### src/rtl/snake_dir_queue.sv
// ============================================================================
// snake_dir_queue : PS/2 scan-code parser feeding a direction FIFO for Snake
// Rev 1.0
// ============================================================================
`default_nettype none

module snake_dir_queue #(
  parameter int         DEPTH      = 4,
  parameter bit         ALLOW_WASD = 1'b1,
  parameter bit         REQUIRE_E0 = 1'b1,
  parameter logic [2:0] INIT_DIR   = 3'b000
) (
  input  logic                     clk,
  input  logic                     resetn,
  input  logic [7:0]               key_code,
  input  logic                     key_valid,
  input  logic                     tick,
  input  logic                     clear,
  output logic [2:0]               movement,
  output logic                     moved,
  output logic                     dropped,
  output logic [$clog2(DEPTH):0]   q_count
);

  localparam int AW = $clog2(DEPTH);

  typedef enum logic [1:0] {
    IDLE    = 2'd0,
    EXT     = 2'd1,
    BRK     = 2'd2,
    EXT_BRK = 2'd3
  } state_t;

  state_t        state;
  state_t        state_nxt;
  logic [1:0]    queue [DEPTH];
  logic [AW-1:0] wr_ptr;
  logic [AW-1:0] rd_ptr;
  logic [AW-1:0] tail_ptr;

  logic          is_arrow;
  logic          is_wasd;
  logic [1:0]    arrow_dir;
  logic [1:0]    wasd_dir;
  logic          cand_valid;
  logic [1:0]    cand_dir;
  logic [1:0]    ref_dir;
  logic          full;
  logic          pop;
  logic          accept;
  logic          push;
  logic          overflow;

  always_comb begin
    is_arrow  = 1'b0;
    is_wasd   = 1'b0;
    arrow_dir = 2'b00;
    wasd_dir  = 2'b00;
    case (key_code)
      8'h74: begin is_arrow = 1'b1; arrow_dir = 2'b00; end
      8'h75: begin is_arrow = 1'b1; arrow_dir = 2'b01; end
      8'h6B: begin is_arrow = 1'b1; arrow_dir = 2'b10; end
      8'h72: begin is_arrow = 1'b1; arrow_dir = 2'b11; end
      8'h23: begin is_wasd  = 1'b1; wasd_dir  = 2'b00; end
      8'h1D: begin is_wasd  = 1'b1; wasd_dir  = 2'b01; end
      8'h1C: begin is_wasd  = 1'b1; wasd_dir  = 2'b10; end
      8'h1B: begin is_wasd  = 1'b1; wasd_dir  = 2'b11; end
      default: ;
    endcase
  end

  // Parser: break sequences swallow exactly one following byte.
  always_comb begin
    state_nxt  = state;
    cand_valid = 1'b0;
    cand_dir   = arrow_dir;
    if (key_valid) begin
      case (state)
        IDLE: begin
          if (key_code == 8'hE0) begin
            state_nxt = EXT;
          end else if (key_code == 8'hF0) begin
            state_nxt = BRK;
          end else if (ALLOW_WASD && is_wasd) begin
            cand_valid = 1'b1;
            cand_dir   = wasd_dir;
          end else if (!REQUIRE_E0 && is_arrow) begin
            cand_valid = 1'b1;
          end
        end
        EXT: begin
          state_nxt = IDLE;
          if (key_code == 8'hF0) begin
            state_nxt = EXT_BRK;
          end else if (is_arrow) begin
            cand_valid = 1'b1;
          end
        end
        default: state_nxt = IDLE;
      endcase
    end
  end

  // Reference is taken before any same-edge pop.
  assign tail_ptr = wr_ptr - 1'b1;
  assign ref_dir  = (q_count != '0) ? queue[tail_ptr] : movement[1:0];
  assign full     = (q_count == (AW+1)'(DEPTH));
  assign pop      = tick && (q_count != '0);
  assign accept   = cand_valid && (cand_dir != ref_dir) &&
                    !((cand_dir[1] != ref_dir[1]) && (cand_dir[0] == ref_dir[0]));
  assign push     = accept && (!full || pop);
  assign overflow = accept && full && !pop;

  always_ff @(posedge clk) begin
    if (!resetn || clear) begin
      state    <= IDLE;
      wr_ptr   <= '0;
      rd_ptr   <= '0;
      q_count  <= '0;
      movement <= INIT_DIR;
      moved    <= 1'b0;
      dropped  <= 1'b0;
    end else begin
      state <= state_nxt;
      if (push) begin
        wr_ptr <= wr_ptr + 1'b1;
      end
      if (pop) begin
        rd_ptr   <= rd_ptr + 1'b1;
        movement <= {1'b0, queue[rd_ptr]};
      end
      case ({push, pop})
        2'b10:   q_count <= q_count + 1'b1;
        2'b01:   q_count <= q_count - 1'b1;
        default: q_count <= q_count;
      endcase
      moved   <= pop;
      dropped <= overflow;
    end
  end

  always_ff @(posedge clk) begin
    if (resetn && !clear && push) begin
      queue[wr_ptr] <= cand_dir;
    end
  end

endmodule

`default_nettype wire

### config.mk
export PLATFORM = sky130hd
export DESIGN_NAME = snake_dir_queue
export DESIGN_NICKNAME = d
export VERILOG_FILES = /design/src/rtl/snake_dir_queue.sv
export SDC_FILE = /design/constraint.sdc
export NUM_CORES = 1
export LEC_CHECK = 0
export BUFFER_PORTS_ARGS = -buffer_cell sky130_fd_sc_hd__clkbuf_2
export CORE_MARGIN = 2
export CORE_UTILIZATION = 50
export CTS_BUF_LIST = sky130_fd_sc_hd__clkbuf_16
export DETAILED_ROUTE_END_ITERATION = 10
export PLACE_DENSITY = 0.75
export SLEW_MARGIN = 20
export SYNTH_ARGS = -nofsm -noshare
export SYNTH_HDL_FRONTEND = slang
export SYNTH_SLANG_ARGS = --single-unit
### constraint.sdc
create_clock -name clk -period 2.6 [get_ports clk]
set_clock_uncertainty 0.1 [all_clocks]
set_input_delay 0.13 -clock clk [delete_from_list [all_inputs] [get_ports clk]]
set_output_delay 0.13 -clock clk [all_outputs]
set_load 0.005 [all_outputs]
Yosys cells after proc, flatten, opt, wreduce, memory -nomap -nowiden
Memories as Yosys holds them, arrays and structs flattened. A register that Yosys moved wholly into a read port is not among the register bits.
Cells that the tools add are included.

storage, ports and cells
  register bits after elaboration = 11
  bits in latches = 0
  memory bits (writable) = 8
  bits in read-only memories = 0
  output and inout port bits = 8
  word-level logic and storage cells = 76
  memories = 1

memories
  memory  words  bits a word  read ports  clocked after Yosys merged registers in  wr ports  line  RTL
  queue   4      2            2           1                                        1         36    logic [1:0] queue [DEPTH];

operators by class
  $add $sub $neg = 5
  multiply operators = 0
  div/mod/pow operators = 0
  order comparisons = 0
  equality and inequality tests = 18
  shift operators = 0
  muxes and demuxes = 24
  bitwise logic cells = 0
  reductions and logical operators = 22

operators with widths
  kind                                                 number
  equality test 8 x 7 -> 1 bit, second input constant  4
  equality test 8 x 5 -> 1 bit, second input constant  3
  2-to-1 mux 2 bit                                     9
  equality test 8 bit, second input constant           2
  case mux 2 bit (3 select lines)                      2
  2-to-1 mux 1 bit                                     10
  logical AND 1 bit                                    9
  equality test 8 x 6 -> 1 bit, second input constant  1
  OR reduction 4 bit                                   2
  case mux 3 bit (2 select lines)                      1
  zero test 1 bit                                      5
  adder 2 x 1 -> 2 bit, second input constant          2
  equality test 2 x 1 -> 1 bit, second input constant  2
  case mux 2 bit (2 select lines)                      1
  adder 3 x 1 -> 3 bit, second input constant          1
  equality test 3 bit, second input constant           1
  inequality test 3 bit, second input constant         1
  nonzero test 3 bit                                   1
  subtractor 3 x 1 -> 3 bit, second input constant     1
  equality test 2 bit, second input constant           1
  zero test 2 bit                                      1
  logical OR 1 bit                                     2
  inequality test 2 bit                                1
  case mux 1 bit (2 select lines)                      1
  other kinds (5)                                      5

Logic depth before layout (Yosys ltp)
  depth in word-level cells = 16
  depth in mapped cells = 13
  gate-level depth less buffers = 12

Worst setup path after synthesis
Ideal clock, no wire load.

  path kind = reg-to-reg
  from = register state[1]
  to = register q_count[2]
  setup time = 71 ps
  arrival = 2662 ps
  required time = 2429 ps
  slack = -232 ps
  stages on the path, launching flop included = 11
  path buffers = 0
  cell sequence = dfxtp_1 > or4b_4 > a2111oi_4 > or3_1 > a211o_1 > ha_1 > inv_1 > fa_1 > xor2_1 > or3_1 > a21oi_1

between the ends
  cells in the longest elaborated chain, start to end = 10
  elaborated cells between the ends (all ways) = 18
  classes of those cells = 6 x eq/ne; 5 x mux; 7 x reduce/logical

RTL lines
  element                                                                       line  RTL
  start, declared                                                               34    state_t state;
  start signal, assigned                                                        124   state <= state_nxt;
  zero test 2 bit                                                               78    case (state)
  2-to-1 mux 2 bit                                                              78
  2-to-1 mux 2 bit                                                              77    if (key_valid) begin
  inequality test 1 bit / equality test 1 bit (equally long branches)           110   !((cand_dir[1] != ref_dir[1]) && (cand_dir[0] == ref_dir[0]));
  logical AND 1 bit                                                             110
  zero test 1 bit                                                               110
  logical AND 1 bit (*)                                                         109   assign accept = cand_valid && (cand_dir != ref_dir) &&
  logical AND 1 bit (*)                                                         111   assign push = accept && (!full || pop);
  equality test 2 x 1 -> 1 bit / equality test 2 bit (equally long branches)    132   case ({push, pop})
  case mux 3 bit (2 select lines) / nonzero test 2 bit (equally long branches)  -
  end signal, assigned                                                          133   2'b10: q_count <= q_count + 1'b1;
  end signal, assigned                                                          134   2'b01: q_count <= q_count - 1'b1;
  end signal, assigned                                                          135   default: q_count <= q_count;
  end, declared                                                                 22    output logic [$clog2(DEPTH):0] q_count

Mark *: on every way between the ends. The rest lies on a longest branch, timed or not.
A chain may end at the register's enable or synchronous reset.

Worst setup path after layout
  from = register wr_ptr[0]
  to = register q_count[2]

between the ends
  cells in the longest elaborated chain, start to end = 10
  elaborated cells between the ends (all ways) = 15
  classes of those cells = 1 x add/sub; 5 x eq/ne; 2 x mux; 6 x reduce/logical; 1 x memory

RTL lines
  element                                                                       line  RTL
  start, declared                                                               37    logic [AW-1:0] wr_ptr;
  start signal, assigned                                                        126   wr_ptr <= wr_ptr + 1'b1;
  subtractor 2 x 1 -> 2 bit (*)                                                 105   assign tail_ptr = wr_ptr - 1'b1;
  via tail_ptr[0]                                                               39    logic [AW-1:0] tail_ptr;
  memory (4 x 2 bit) (*)                                                        -
  2-to-1 mux 2 bit (*)                                                          106   assign ref_dir = (q_count != '0) ? queue[tail_ptr] : movement[1:0];
  inequality test 1 bit / equality test 1 bit (equally long branches)           110
  logical AND 1 bit                                                             110
  zero test 1 bit                                                               110
  logical AND 1 bit (*)                                                         109
  logical AND 1 bit (*)                                                         111
  equality test 2 x 1 -> 1 bit / equality test 2 bit (equally long branches)    132
  case mux 3 bit (2 select lines) / nonzero test 2 bit (equally long branches)  -

Mark *: on every way through the listed nets, which the timed path passes. The rest lies on a longest branch.

==> flow_metrics.env <==
export IMPL_endpoint_kind="flop"
export IMPL_syn_area_per_cell_um2=9.46
export IMPL_cts_sinks=21
export IMPL_die_area_um2=2980
export IMPL_clockRootBuffer="clkbuf_16"
export IMPL_wl_um=3110
export IMPL_max_freq_mhz=353
export IMPL_post_place_ws_ps=-139
export IMPL_htree_levels=1
export IMPL_fin_hold_ws_ps=80.5
export IMPL_synth_area_leaders="dfxtp_1 (20%), edfxtp_1 (19%), mux4_2 (5.3%)"
export IMPL_diodes=0
export IMPL_status="complete, but fails checks"
export IMPL_hold_depth=4
export IMPL_synthMuxAreaShare=0.0764
export IMPL_grt_total_usage=0.235
export IMPL_min_period_over_period=1.09
export IMPL_nets=205
export IMPL_r2r_start="wr_ptr[0]"
export IMPL_grt_antenna_before_repair=0
export IMPL_yosysSeqAreaShare=0.392
export IMPL_synth_simple_area_share=0.262
export IMPL_core_um2=2450
export IMPL_setup_worst_path_start="wr_ptr[0]"
export IMPL_die_height_um=54.5
export IMPL_overflow=0
export IMPL_synth_top_family_by_area="simple AND/OR/NAND/NOR gates"
export IMPL_final_max_slew_viol_count=0
export IMPL_arrival_ps=2910
export IMPL_row_count=18
export IMPL_path_class="reg -> reg"
export IMPL_layout_drive_gt1_share=0.438
export IMPL_synth_compound_area_frac=0.121
export IMPL_worst_path_max_fanout=3
export IMPL_initial_core_util=0.520
export IMPL_tns_ps=-1550
export IMPL_synth_main_ff_cell="dfxtp_1"
export IMPL_worstMarginPinSlew_ps=500
export IMPL_dp_hpwl_um=2360
export IMPL_finalHoldViolations=0
export IMPL_yosys_area_top_type_share=0.204
export IMPL_finalPower_w=0.000725
export IMPL_violations="negative setup slack"
export IMPL_r2r_end="q_count[2]"
export IMPL_die_w_um=54.5
export IMPL_max_cap_violations=0
export IMPL_min_to="wr_ptr[0]"
export IMPL_synth_adder_area_share=0.0646
export IMPL_reg2reg_slack_ps=-230
export IMPL_syn_nets=154
export IMPL_vias=1166
export IMPL_path_clk_slew_ps=60
export IMPL_drtIter0Drc=24
export IMPL_ys_async_sr_fraction=0
export IMPL_worst_setup_path_start_kind="flop"
export IMPL_cts_tree="done"
export IMPL_grt_pass1_wl_um=4950
export IMPL_netlist_area_um2=1280
export IMPL_slew_headroom=0.662
export IMPL_synth_top_area_cell="dfxtp_1"
export IMPL_syn_inst=135
export IMPL_vdd_drop_max_mv=0.438
export IMPL_grt_max_degree=14
export IMPL_nFillCells=198
export IMPL_netlist_top_cells_count="dfxtp_1 (13), inv_1 (13), nand2_1 (13), nor2_1 (13), a21oi_1 (10)"
export IMPL_powerDensity_nw_per_um2=405
export IMPL_first_pass_iters=4
export IMPL_avgRoutedWirePerCell_um=14.5
export IMPL_setup_slack_ps=-232
export IMPL_synth_xor_area_frac=0.0274
export IMPL_yosysWarnings=0
export IMPL_post_route_util=0.730
export IMPL_synth_distinct_cells=37
export IMPL_min_period_ps=2830
export IMPL_io_buffers=19
export IMPL_synth_seq_cells=21
export IMPL_synth_edf_count=8
export IMPL_p_leak_nw=0.693
export IMPL_rsz0062_at_grt="yes"
export IMPL_syn_to_final_growth_pct=40.3
export IMPL_clk_latency_ps=260
export IMPL_gp_congestion=0.854
export IMPL_clockBufferDepth=2
export IMPL_min_delay_start="clear"
export IMPL_via_per_inst=5.42
export IMPL_drc=0
export IMPL_ctsHoldBuffers=0
export IMPL_required_ps=2680
export IMPL_hold_path_class="in -> reg"
export IMPL_ioPinCount=21
export IMPL_setup_violations_final=10
export IMPL_cts_made_buffers=3
export IMPL_grt_pass1_vias=1116
export IMPL_ant_nets=0
export IMPL_rr_worst_depth=12
what timing repair did:
| item | in CTS | in global routing |
|---|---|---|
| gates cloned | 0 | 0 |
| endpoints found under the hold margin | 0 | 0 |
| endpoints found under the setup margin | 10 | 12 |
| gates resized for setup | 7 | 8 |
| pin swaps | 1 | 3 |
| setup buffers | 4 | 2 |
through the flow:
stage               cells  cell area (um2)
floorplan             135             1300
global placement      205             1600
detailed placement    205             1600
CTS                   213             1740
global route          215             1790
finish                215             1790
report_power, final:
| part | total [W] | switching, W | internal [W] |
|---|---|---|---|
| sequential | 0.000338 | 0.0000000340 | 0.000338 |
| clock | 0.000336 | 0.000127 | 0.000208 |
| combinational | 0.0000513 | 0.0000276 | 0.0000236 |
worst max path at each step:
stage                  end  slack, ps  depth (start not counted)
5_1_grt         q_count[2]       -330                         12
6_report        q_count[2]       -230                         12
4_1_cts         q_count[2]       -190                         12
2_1_floorplan   q_count[2]        -40                         12
3_3_place_gp   queue[2][1]        -40                          9
3_5_place_dp    q_count[2]       -140                         12
placed cells by master, fill, tap and decap left out, types with 2 or more instances in the layout:
master / n
dfxtp_2: 2
xor2_1: 3
a21oi_1: 9
or3b_2: 3
nor3_1: 2
o21ai_0: 3
edfxtp_1: 8
nand2_1: 13
nand3b_1: 4
inv_2: 2
buf_6: 3
mux4_2: 3
inv_1: 10
nor2b_1: 2
mux2i_1: 2
and4b_1: 3
clkbuf_16: 3
or3_1: 2
nor4_2: 3
clkbuf_2: 19
dfxtp_1: 10
ha_1: 3
nand2b_1: 6
nor2_1: 12
buf_4: 28
state kept, by name, indices dropped and copies added, names as in the netlist:
register  flops
rd_ptr        2
state         2
wr_ptr        2
dropped       1
queue         8
moved         1
q_count       3
movement      2
kinds of logic (layout without fill, tap and decap cells):
logic type               Yosys count  count (layout)
adder cells (fa/ha/maj)            6               6
flip-flops                        21              21
multiplexers                       6               6
AO/OA/AOI/OAI                     21              21
XOR/XNOR                           4               4
AND/OR/NAND/NOR                   59              59
other                              1               1
buffers and inverters             17              67
metal layers:
metal,GRT usage,part of all wire,vias to the layer above
li1,-,-,577
met1,0.282,0.43,558
met2,0.422,0.52,27
met3,0.00820,0.025,4
met4,0.125,0.017,0
met5,0,0,-
critical path: stages, from the launching register on:
cell and delay [ps]:
dfxtp_4 380, inv_4 40, ha_4 260, mux4_2 310, mux2i_4 180, or3_4 170
a211o_1 130, ha_2 190, inv_2 40, fa_2 330, xor2_1 160, or3_1 330
a21oi_1 130
layout make-up:
type	count	area, um2	share of cell area
Multi-Input combinational cell	97	774	0.432
Timing Repair Buffer	50	339	0.189
Inverter	13	51.3	0.0286
Clock buffer	3	75.1	0.0419
Clock inverter	1	7.51	0.00419
Sequential cell	21	507	0.283
Tap cell	30	37.5	0.0209
No activity file was read; power rests on OpenSTA's default activity.
